[config.mk]
export PLATFORM = sky130hd
export DESIGN_NAME = mcnc_stim_ctrl
export DESIGN_NICKNAME = d
export VERILOG_FILES = /design/src/rtl/mcnc_ctrl_pkg.sv /design/src/rtl/mcnc_stim_ctrl_lfsr16.sv /design/src/rtl/mcnc_stim_ctrl.sv
export SDC_FILE = /design/constraint.sdc
export NUM_CORES = 1
export LEC_CHECK = 0
export CORE_MARGIN = 2
export CORE_UTILIZATION = 55
export CTS_BUF_LIST = sky130_fd_sc_hd__clkbuf_16
export DETAILED_ROUTE_END_ITERATION = 10
export PLACE_DENSITY_LB_ADDON = 0.3
export SLEW_MARGIN = 20
export SYNTH_ARGS = -nofsm -noshare
export SYNTH_HDL_FRONTEND = slang
export SYNTH_SLANG_ARGS = --single-unit
[constraint.sdc]
create_clock -name clock -period 3.2 [get_ports clock]
set_input_delay 0.96 -clock clock [delete_from_list [all_inputs] [get_ports clock]]
set_output_delay 0.96 -clock clock [all_outputs]
set_load 0.03 [all_outputs]
[src/rtl/mcnc_ctrl_pkg.sv]
// Purpose: shared types and constants for the MCNC stimulus controller.
// Latency: n/a (package only).
// Backpressure: n/a.
//
// Contents: controller state encoding, LFSR/MISR tap mask, default seed,
// the "synchronous clear" stimulus word and a one-step shift helper.
package mcnc_ctrl_pkg;

    typedef enum logic [2:0] {
        ST_IDLE  = 3'd0,
        ST_INIT  = 3'd1,
        ST_RUN   = 3'd2,
        ST_DRAIN = 3'd3,
        ST_DONE  = 3'd4
    } state_e;

    // x^16 + x^14 + x^13 + x^11 + 1 -> feedback from r[15], r[13], r[12], r[10]
    localparam logic [15:0] LFSR_TAPS      = 16'hB400;
    localparam logic [15:0] DEFAULT_SEED_C = 16'hACE1;

    // dut_in = {G2, G1, G0}; G0 high holds the DUT in synchronous clear
    localparam logic [2:0]  DUT_IN_CLEAR   = 3'b001;

    // One left shift with the polynomial feedback entering at bit 0.
    function automatic logic [15:0] lfsr_shift(input logic [15:0] r);
        return {r[14:0], ^(r & LFSR_TAPS)};
    endfunction

endpackage

[src/rtl/mcnc_stim_ctrl_lfsr16.sv]
// Purpose: 16-bit Fibonacci shift register with parallel load, enable and XOR input (LFSR or MISR).
// Latency: state updates one clock after load/en; val_nxt shows the value the register takes at the next edge.
// Backpressure: none; load has priority over en, en=0 holds the value.
//
// Ports:
//   clock, reset_n        clock and asynchronous active-low reset (register -> RESET_VAL)
//   load, load_val        parallel load
//   en, xor_in            shift one step and XOR in xor_in (xor_in=0 gives a plain LFSR)
//   val_nxt               next register value, for callers that register outputs from it
module lfsr16
    import mcnc_ctrl_pkg::*;
#(
    parameter logic [15:0] RESET_VAL = DEFAULT_SEED_C
) (
    input  logic        clock,
    input  logic        reset_n,
    input  logic        load,
    input  logic [15:0] load_val,
    input  logic        en,
    input  logic [15:0] xor_in,
    output logic [15:0] val_nxt
);

    logic [15:0] val_q;
    logic [15:0] val_d;

    always_comb begin
        val_d = val_q;
        if (load) begin
            val_d = load_val;
        end else if (en) begin
            val_d = lfsr_shift(val_q) ^ xor_in;
        end
    end

    assign val_nxt = val_d;

    always_ff @(posedge clock or negedge reset_n) begin
        if (!reset_n) begin
            val_q <= RESET_VAL;
        end else begin
            val_q <= val_d;
        end
    end

endmodule

[src/rtl/mcnc_stim_ctrl.sv]
// Purpose: drives pseudo-random stimulus into an MCNC benchmark DUT and compacts its outputs into a MISR signature.
// Latency: INIT_CYCLES clear cycles + N stimulus cycles + 1 drain cycle, then a one-cycle done pulse.
// Backpressure: none; start is only accepted in IDLE, abort cancels a run without a done pulse.
//
// Ports:
//   clock, reset_n   clock and asynchronous active-low reset
//   start, abort     run request (IDLE only) and run cancel
//   cycles, seed     stimulus length N and LFSR seed, captured when start is accepted
//   dut_in           {G2, G1, G0} to the DUT; G0 is the DUT's synchronous clear
//   dut_out          registered DUT outputs {G67,G133,G118,G66,G132,G117}
//   busy, done       run in progress / completion pulse
//   signature        MISR result, held from done until the next run completes
// All outputs come straight from flops: each is computed from the next-state
// values so it lines up with the state it describes.
module mcnc_stim_ctrl
    import mcnc_ctrl_pkg::*;
#(
    parameter int unsigned INIT_CYCLES  = 2,
    parameter logic [15:0] DEFAULT_SEED = DEFAULT_SEED_C
) (
    input  logic        clock,
    input  logic        reset_n,
    input  logic        start,
    input  logic        abort,
    input  logic [15:0] cycles,
    input  logic [15:0] seed,
    output logic [2:0]  dut_in,
    input  logic [5:0]  dut_out,
    output logic        busy,
    output logic        done,
    output logic [15:0] signature
);

    localparam logic [15:0] INIT_LAST = 16'(INIT_CYCLES - 1);

    state_e      state_q, state_d;
    logic [15:0] cnt_q, cnt_d;
    logic [15:0] n_q, n_d;
    logic [2:0]  dut_in_q, dut_in_d;
    logic        busy_q, busy_d;
    logic        done_q, done_d;
    logic [15:0] signature_q, signature_d;

    logic        lfsr_load, lfsr_en;
    logic        misr_load, misr_en;
    logic [15:0] lfsr_nxt, misr_nxt;
    logic [15:0] seed_eff;

    assign seed_eff = (seed == 16'h0000) ? DEFAULT_SEED : seed;

    // ------------------------------------------------------------------
    // Next-state logic
    // ------------------------------------------------------------------
    always_comb begin
        state_d   = state_q;
        cnt_d     = cnt_q;
        n_d       = n_q;
        lfsr_load = 1'b0;
        lfsr_en   = 1'b0;
        misr_load = 1'b0;
        misr_en   = 1'b0;

        case (state_q)
            ST_IDLE: begin
                if (start && !abort) begin
                    state_d   = ST_INIT;
                    n_d       = cycles;
                    cnt_d     = 16'h0000;
                    lfsr_load = 1'b1;
                    misr_load = 1'b1;
                end
            end

            ST_INIT: begin
                if (abort) begin
                    state_d = ST_IDLE;
                    cnt_d   = 16'h0000;
                end else if (cnt_q == INIT_LAST) begin
                    cnt_d   = 16'h0000;
                    state_d = (n_q == 16'h0000) ? ST_DONE : ST_RUN;
                end else begin
                    cnt_d = cnt_q + 16'd1;
                end
            end

            ST_RUN: begin
                if (abort) begin
                    state_d = ST_IDLE;
                    cnt_d   = 16'h0000;
                end else begin
                    lfsr_en = 1'b1;
                    // The DUT output seen in the first RUN cycle still reflects
                    // the clear; the sample for the last stimulus lands in DRAIN.
                    misr_en = (cnt_q != 16'h0000);
                    // Compare against N-1 rather than counting down to zero so
                    // N=16'hFFFF runs the full length without wrapping.
                    if (cnt_q == n_q - 16'd1) begin
                        state_d = ST_DRAIN;
                        cnt_d   = 16'h0000;
                    end else begin
                        cnt_d = cnt_q + 16'd1;
                    end
                end
            end

            ST_DRAIN: begin
                if (abort) begin
                    state_d = ST_IDLE;
                end else begin
                    misr_en = 1'b1;
                    state_d = ST_DONE;
                end
            end

            ST_DONE: begin
                state_d = ST_IDLE;
            end

            default: begin
                state_d = ST_IDLE;
                cnt_d   = 16'h0000;
            end
        endcase
    end

    // ------------------------------------------------------------------
    // Registered outputs, derived from the state being entered
    // ------------------------------------------------------------------
    always_comb begin
        dut_in_d    = DUT_IN_CLEAR;
        busy_d      = 1'b0;
        done_d      = 1'b0;
        signature_d = signature_q;

        case (state_d)
            ST_INIT:  busy_d = 1'b1;
            ST_RUN: begin
                busy_d   = 1'b1;
                dut_in_d = {lfsr_nxt[1], lfsr_nxt[0], 1'b0};
            end
            ST_DRAIN: busy_d = 1'b1;
            ST_DONE: begin
                done_d      = 1'b1;
                signature_d = misr_nxt;
            end
            default: begin
                dut_in_d = DUT_IN_CLEAR;
            end
        endcase
    end

    always_ff @(posedge clock or negedge reset_n) begin
        if (!reset_n) begin
            state_q     <= ST_IDLE;
            cnt_q       <= 16'h0000;
            n_q         <= 16'h0000;
            dut_in_q    <= DUT_IN_CLEAR;
            busy_q      <= 1'b0;
            done_q      <= 1'b0;
            signature_q <= 16'h0000;
        end else begin
            state_q     <= state_d;
            cnt_q       <= cnt_d;
            n_q         <= n_d;
            dut_in_q    <= dut_in_d;
            busy_q      <= busy_d;
            done_q      <= done_d;
            signature_q <= signature_d;
        end
    end

    // ------------------------------------------------------------------
    // Stimulus generator and response compactor
    // ------------------------------------------------------------------
    lfsr16 #(
        .RESET_VAL (DEFAULT_SEED)
    ) u_lfsr (
        .clock    (clock),
        .reset_n  (reset_n),
        .load     (lfsr_load),
        .load_val (seed_eff),
        .en       (lfsr_en),
        .xor_in   (16'h0000),
        .val_nxt  (lfsr_nxt)
    );

    lfsr16 #(
        .RESET_VAL (16'h0000)
    ) u_misr (
        .clock    (clock),
        .reset_n  (reset_n),
        .load     (misr_load),
        .load_val (16'h0000),
        .en       (misr_en),
        .xor_in   ({10'b0, dut_out}),
        .val_nxt  (misr_nxt)
    );

    assign dut_in    = dut_in_q;
    assign busy      = busy_q;
    assign done      = done_q;
    assign signature = signature_q;

endmodule

==> run summary, run 1 <==
I/O pin cnt - 63
synth warn - 0
pin count of the biggest net entering global routing - 45
worst-margin pin slew - 828.6 ps
CP max FO - 21
count of final max-slew check failures - 0
area of the multi-input gates - 0.002176 mm^2
CP Class - reg -> reg
Total Wirelength - 10.75 mm
Critical Path, Cell by Cell - inv_1 > ha_1 > nand3_1 > or4_1 > a221oi_1 > o2111a_2 > o31ai_2 > buf_4 > a31oi_1 > a31oi_1
# Post-CTS Setup Buffers - 0
cts hold-fix bufs - 0
Hold Path Class - reg -> reg
via count - 3920
ys async rst share - 100.0%
ANT nets after route - 0
post-layout util - 69.36%
Final min period - 2937 ps
overall routing resource usage - 25.72%
critical path depth in cells - 10
Post-synth EDFFs - 0
final worst-path cycle share - 91.79%
layout cell share with drive strength beyond 1 - 10.63%
worst vdd ir - 0.0003307 V
Pre-antenna DRT Iters - 5
Iteration-0 DRC Markers - 177
R2R Path End - cnt_q[6]
crit start category - register
Buf/Inv on CP - 2
CTS tree - built
CP dominant cell by count - a31oi_1
unrepaired setup endpoints after global routing - false
hold-critical path depth - 2
initial antenna violation count - 0
Worst path max stage delay - 520 ps
PD cells - 663.5 mW/mm^2
worst r2r path cells - 10
worst-case register-to-register setup slack - 260 ps
Clock Tree Root - clkbuf_16
placed inst area - 0.005340 mm^2
TritonCTS buffer count - 9
Avg Inst Size Synth - 9.008 um^2
status - complete, no violations
# DRC - 0
Top Family by Delay on Critical Path - compound AO/OA/AOI/OAI gates
drt wl/cell - 15.84 um
sequential area share after synthesis - 48.47%
Clock Skews - 8.356 ps
critical path required time - 3380 ps
Synthesized Nets - 553
Fill cells - 629
Final Setup Violations - 0
Hold Startpoint - signature[0]
register area - 0.002213 mm^2
first-pass GRT wire length - 18.23 mm
Layout Area Growth over Synthesis - 23.53%
core area - 0.008134 mm^2
total power - 3.743 mW
H-tree depth - 3
Port Buf Inserts - 62
# diodes - 0
Mapped Cells - 507
setup_tns - 0 ps
leak pwr - 2.490 nW
CTS sink cnt - 88
clk_lat worst skew - 340 ps
Peak Freq - 340.5 MHz
Final Instance Area - 0.005642 mm^2
Final Hold Fails - 0
Post-synth top flop - dfrtp_1
die area - 0.009049 mm^2
vias in the first global route - 3923
Die Y - 95.13 um
Worst slew margin - 44.56%
Initial Util - 56.15%
DPL Wire Length - 7.483 mm
worst slack at placement - 175.4 ps
max-cap viol count - 0
DIE WIDTH - 95.13 um
Finished Layout Cells - 679
cell area after synthesis - 0.004567 mm^2
# resized after CTS - 0
vias per cell - 5.773
WP data arrival - 3120 ps
worst hold slack - 475.0 ps
gpl congestion - 0.8705
#FFs+latches synth - 88
Hold EP - signature[0]
grt total ovfl - 0
slowest CP cell - or4_1
Reg clk slew, reported paths - 70 ps
Clock Path Buffers - 2
placed insts - 663
Rows - 33
Final Net Count - 615
Yosys cell types - 56
worst r2r src - n_q[0]
final setup margin - 262.8 ps
critical path endpoint category - register
synth_stat cells, drive strengths merged (4+ instances only):
library cell | number | area share [%]
ha | 4 | 1.1
o21ai | 15 | 1.6
a31oi | 30 | 4.1
mux2 | 7 | 1.7
inv | 15 | 1.2
and3 | 8 | 1.1
xor2 | 9 | 1.7
mux2i | 11 | 2.4
dfrtp | 79 | 43
nor3 | 10 | 1.5
nand2 | 123 | 10
a211oi | 8 | 1.3
buf | 7 | 1.1
nor2 | 48 | 3.9
clkbuf | 20 | 1.6
nand3 | 19 | 2.1
dfstp | 9 | 5.2
nor4 | 12 | 2.0
or3 | 4 | 0.55
xnor2 | 22 | 4.2
nand4 | 5 | 0.68
state kept, by name, summed over array words and instances (netlist names):
signal        count
busy              1
u_lfsr.val_q     16
signature        16
dut_in            3
done              1
cnt_q            16
n_q              16
state_q           3
u_misr.val_q     16
layer usage:
layer / GRT usage (%) / vias to the layer above / routed length (um)
met3: 4.585 / 17 / 474
met1: 31.83 / 1919 / 4507
met2: 44.48 / 107 / 5564
met4: 10.39 / 0 / 208
met5: 0 / - / 0
li1: - / 1877 / -
worst max-delay path by stage:
stage | startpoint | end
floorplan | n_q[8] | cnt_q[2]
global placement | abort | signature[2]
detailed placement | abort | signature[4]
CTS | n_q[2] | cnt_q[6]
global route | n_q[0] | cnt_q[6]
finish | n_q[0] | cnt_q[6]
worst reg2reg max path: cells and delay by family (launching register included):
| family | cells | cell delay (ps) |
|---|---|---|
| adders and majority gates | 1 | 300 |
| and+or+nand+nor | 2 | 720 |
| DFF | 1 | 460 |
| buffers and inverters | 2 | 320 |
| AOI/OAI and AO/OA | 5 | 980 |
report_power, final:
group / internal (mW) / switching, mW
combinational: 0.478 / 0.585
clock: 0.612 / 0.458
sequential: 1.37 / 0.244
total: 2.46 / 1.29
cells by family (layout without fill, tap and decap cells):
logic type	count (synthesis)	count (layout)	synth area share, %
flops	88	88	48.47
simple gates	248	248	25.07
mux	18	18	4.137
fa+ha+maj	4	4	1.096
buf+inv	42	109	4.000
xor+xnor	31	31	5.945
compound gates	76	76	11.29
cell usage in the layout (no fill, tap or decap), drive strengths merged, types with 15 or more instances in the layout:
cell type	count
nand2	123
dfrtp	79
clkdlybuf4s50	61
nor2	48
a31oi	30
xnor2	22
nand3	19
inv	18
buf	17
o21ai	15
final cells by class:
cell class	instances	share of cell area (%)
sequential	88	39.23
multi-input combinational	377	38.57
timing repair buffer	78	13.53
clock buffer	9	3.992
tap	105	2.329
clock inverter	7	1.353
inverter	15	0.9980
(Power assumes the default switching activity.)
==> run 2, diff against run 1 <==
Settings changed: ABC_AREA from default to 1, CORE_UTILIZATION 55 to 56.
==> run summary, run 2 <==
Critical Path, Cell by Cell - clkdlybuf4s50_1 > inv_1 > nand2_2 > nand2_2 > buf_4 > o21ai_0 > a21oi_1 > nand2_1 > nand2_1
clk_lat worst skew - 340 ps (about the same)
# DRC - 0 (unchanged)
leak pwr - 3.192 nW (+28%)
Clock Tree Root - clkbuf_16
final worst-path cycle share - 79.15% (-13 points)
initial antenna violation count - 0 (unchanged)
CTS tree - built
Mapped Cells - 624 (+23%)
unrepaired setup endpoints after global routing - false
Post-synth top flop - dfrtp_1
via count - 4350 (+11%)
highest-count cells in the layout ignoring fill and taps - nand2_1 (169), dfrtp_1 (79), nor2_1 (75)
commonest non-fill, non-tap cell in the layout - nand2_1
DIE WIDTH - 99.05 um (+4.1%)
count leader, synth - nand2_1
H-tree depth - 3 (unchanged)
Reg clk slew, reported paths - 70 ps (about the same)
Synthesized Nets - 670 (+21%)
slowest CP cell - clkdlybuf4s50_1
Worst slew margin - 61.37% (+17 points)
critical path endpoint category - register
worst slack at placement - 374.4 ps (+199.1 ps)
cts hold-fix bufs - 0 (unchanged)
Die Y - 99.05 um (+4.1%)
top post-synthesis cells by area - dfrtp_1 (39%), nand2_1 (13%), nor2_1 (5.6%)
pin count of the biggest net entering global routing - 45 (unchanged)
# Post-CTS Setup Buffers - 0 (unchanged)
Initial Util - 58.01% (+1.9 points)
count of final max-slew check failures - 0 (unchanged)
overall routing resource usage - 26.16% (+0.45 points)
DPL Wire Length - 8.632 mm (+15%)
worst vdd ir - 0.0004690 V (+42%)
final setup margin - 667.2 ps (+404.4 ps)
max-cap viol count - 0 (unchanged)
critical path required time - 3480 ps (+100 ps)
Yosys top cell by area - dfrtp_1
CTS sink cnt - 88 (unchanged)
Worst path max stage delay - 480 ps (-40 ps)
TritonCTS buffer count - 9 (unchanged)
Buf/Inv on CP - 3 (+1)
ys async rst share - 100.0% (unchanged)
Total Wirelength - 12.05 mm (+12%)
top-area cell type share of the netlist area - 39.08% (-4.2 points)
sequential area share after synthesis - 43.75% (-4.7 points)
cell area after synthesis - 0.005059 mm^2 (+11%)
vias in the first global route - 4519 (+15%)
#FFs+latches synth - 88 (unchanged)
Final Hold Fails - 0 (unchanged)
synth warn - 0 (unchanged)
Synth top cells by count - nand2_1 (169), dfrtp_1 (79), nor2_1 (75), inv_1 (59), nand3_1 (30)
Avg Inst Size Synth - 8.107 um^2 (-10%)
vias per cell - 5.424 (-6.0%)
Final Setup Violations - 0 (unchanged)
Clock Path Buffers - 2 (unchanged)
crit start category - primary input
worst-margin pin slew - 579.5 ps (-249.1 ps)
# diodes - 0 (unchanged)
status - complete, no violations
I/O pin cnt - 63 (unchanged)
gpl congestion - 0.9637 (+11%)
Rows - 34 (+3.0%)
Clock Skews - 9.100 ps (+0.7439 ps)
WP data arrival - 2810 ps (-310 ps)
total power - 4.266 mW (+14%)
Final Net Count - 735 (+20%)
first-pass GRT wire length - 20.71 mm (+14%)
core area - 0.008721 mm^2 (+7.2%)
Peak Freq - 394.8 MHz (+16%)
Port Buf Inserts - 62 (unchanged)
Post-synth EDFFs - 0 (unchanged)
grt total ovfl - 0 (unchanged)
Hold Path Class - reg -> reg
Layout Area Growth over Synthesis - 21.35%
Fill cells - 661 (+5.1%)
setup_tns - 0 ps (unchanged)
CP Class - in -> reg
PD cells - 695.0 mW/mm^2 (+4.8%)
drt wl/cell - 15.02 um (-5.2%)
layout cell share with drive strength beyond 1 - 14.70% (+4.1 points)
# resized after CTS - 0 (unchanged)
Final min period - 2533 ps (-404.4 ps)
Iteration-0 DRC Markers - 192 (+8.5%)
Pre-antenna DRT Iters - 4 (-1)
Yosys cell types - 44 (-21%)
die area - 0.009810 mm^2 (+8.4%)
CP max FO - 12 (-43%)
Top Family by Delay on Critical Path - buffers and inverters
ANT nets after route - 0 (unchanged)
==> run 2: changes by cell type after synthesis, moves of 13 or more <==
| cell | delta |
|---|---|
| nand2_2 | +14 |
| nor2_1 | +27 |
| nand2_1 | +47 |
| inv_1 | +44 |
| clkbuf_1 | -13 |
| a31oi_1 | -30 |
| nand2_4 | +14 |
==> run 2: kinds of logic (layout without fill, tap and decap cells) <==
logic type / count (synthesis) / in the layout / synth area share (%)
simple gates: 343 / 343 / 32.33
flops: 88 / 88 / 43.75
buf+inv: 86 / 156 / 7.321
compound gates: 58 / 58 / 7.321
xor+xnor: 35 / 35 / 6.060
mux: 10 / 10 / 2.226
fa+ha+maj: 4 / 4 / 0.9894
==> run 2: final cells by class <==
type	count	area [um^2]	share of cell area, %
Tap cell	108	135.1	2.201
Timing Repair Buffer	73	713.2	11.62
Clock buffer	9	225.2	3.669
Inverter	67	251.5	4.097
Clock inverter	7	125.1	2.038
Multi-Input combinational cell	450	2475	40.32
Sequential cell	88	2213	36.06
==> run 2: through the flow <==
step / std cells / cell area (um^2) / hold WS [ps] / util [%]
3_3_place_gp: 786 / 5788 / 468.0 / 66.37
5_1_grt: 802 / 6138 / 515.8 / 70.39
6_report: 802 / 6138 / 492.9 / 70.39
2_1_floorplan: 624 / 5059 / 449.4 / -
4_1_cts: 802 / 6138 / 495.8 / 70.39
3_5_place_dp: 786 / 5788 / 479.7 / 66.37
==> run 2: worst min-delay path, delay by kind of cell, from the launching register on <==
| kind | cells | cell delay, ps |
|---|---|---|
| flops | 1 | 350 |
| simple gates | 2 | 110 |
==> run 2: worst paths after layout <==
path                            slack [ps]       startpoint         endpoint  depth (start not counted)
worst min-delay path                   490  u_lfsr.val_q[4]  u_lfsr.val_q[4]                          2
worst max-delay path                   670            abort     signature[0]                          9
worst max register to register         860           n_q[0]     signature[6]                          8
worst min register to register         490  u_lfsr.val_q[4]  u_lfsr.val_q[4]                          2
max in group asynchronous             1980          reset_n         cnt_q[8]                          2
min in group asynchronous              620          reset_n        cnt_q[10]                          1
==> run 2: power by group <==
part	switching (mW)	internal (mW)
combinational	0.859	0.544
sequential	0.228	1.39
clock	0.468	0.773
total	1.56	2.71
==> run 2: per-layer routing <==
layer	GRT usage (%)	wire [um]
met1	33.41	5026
met2	44.65	6124
met3	4.752	611
met4	9.378	285
met5	0	0
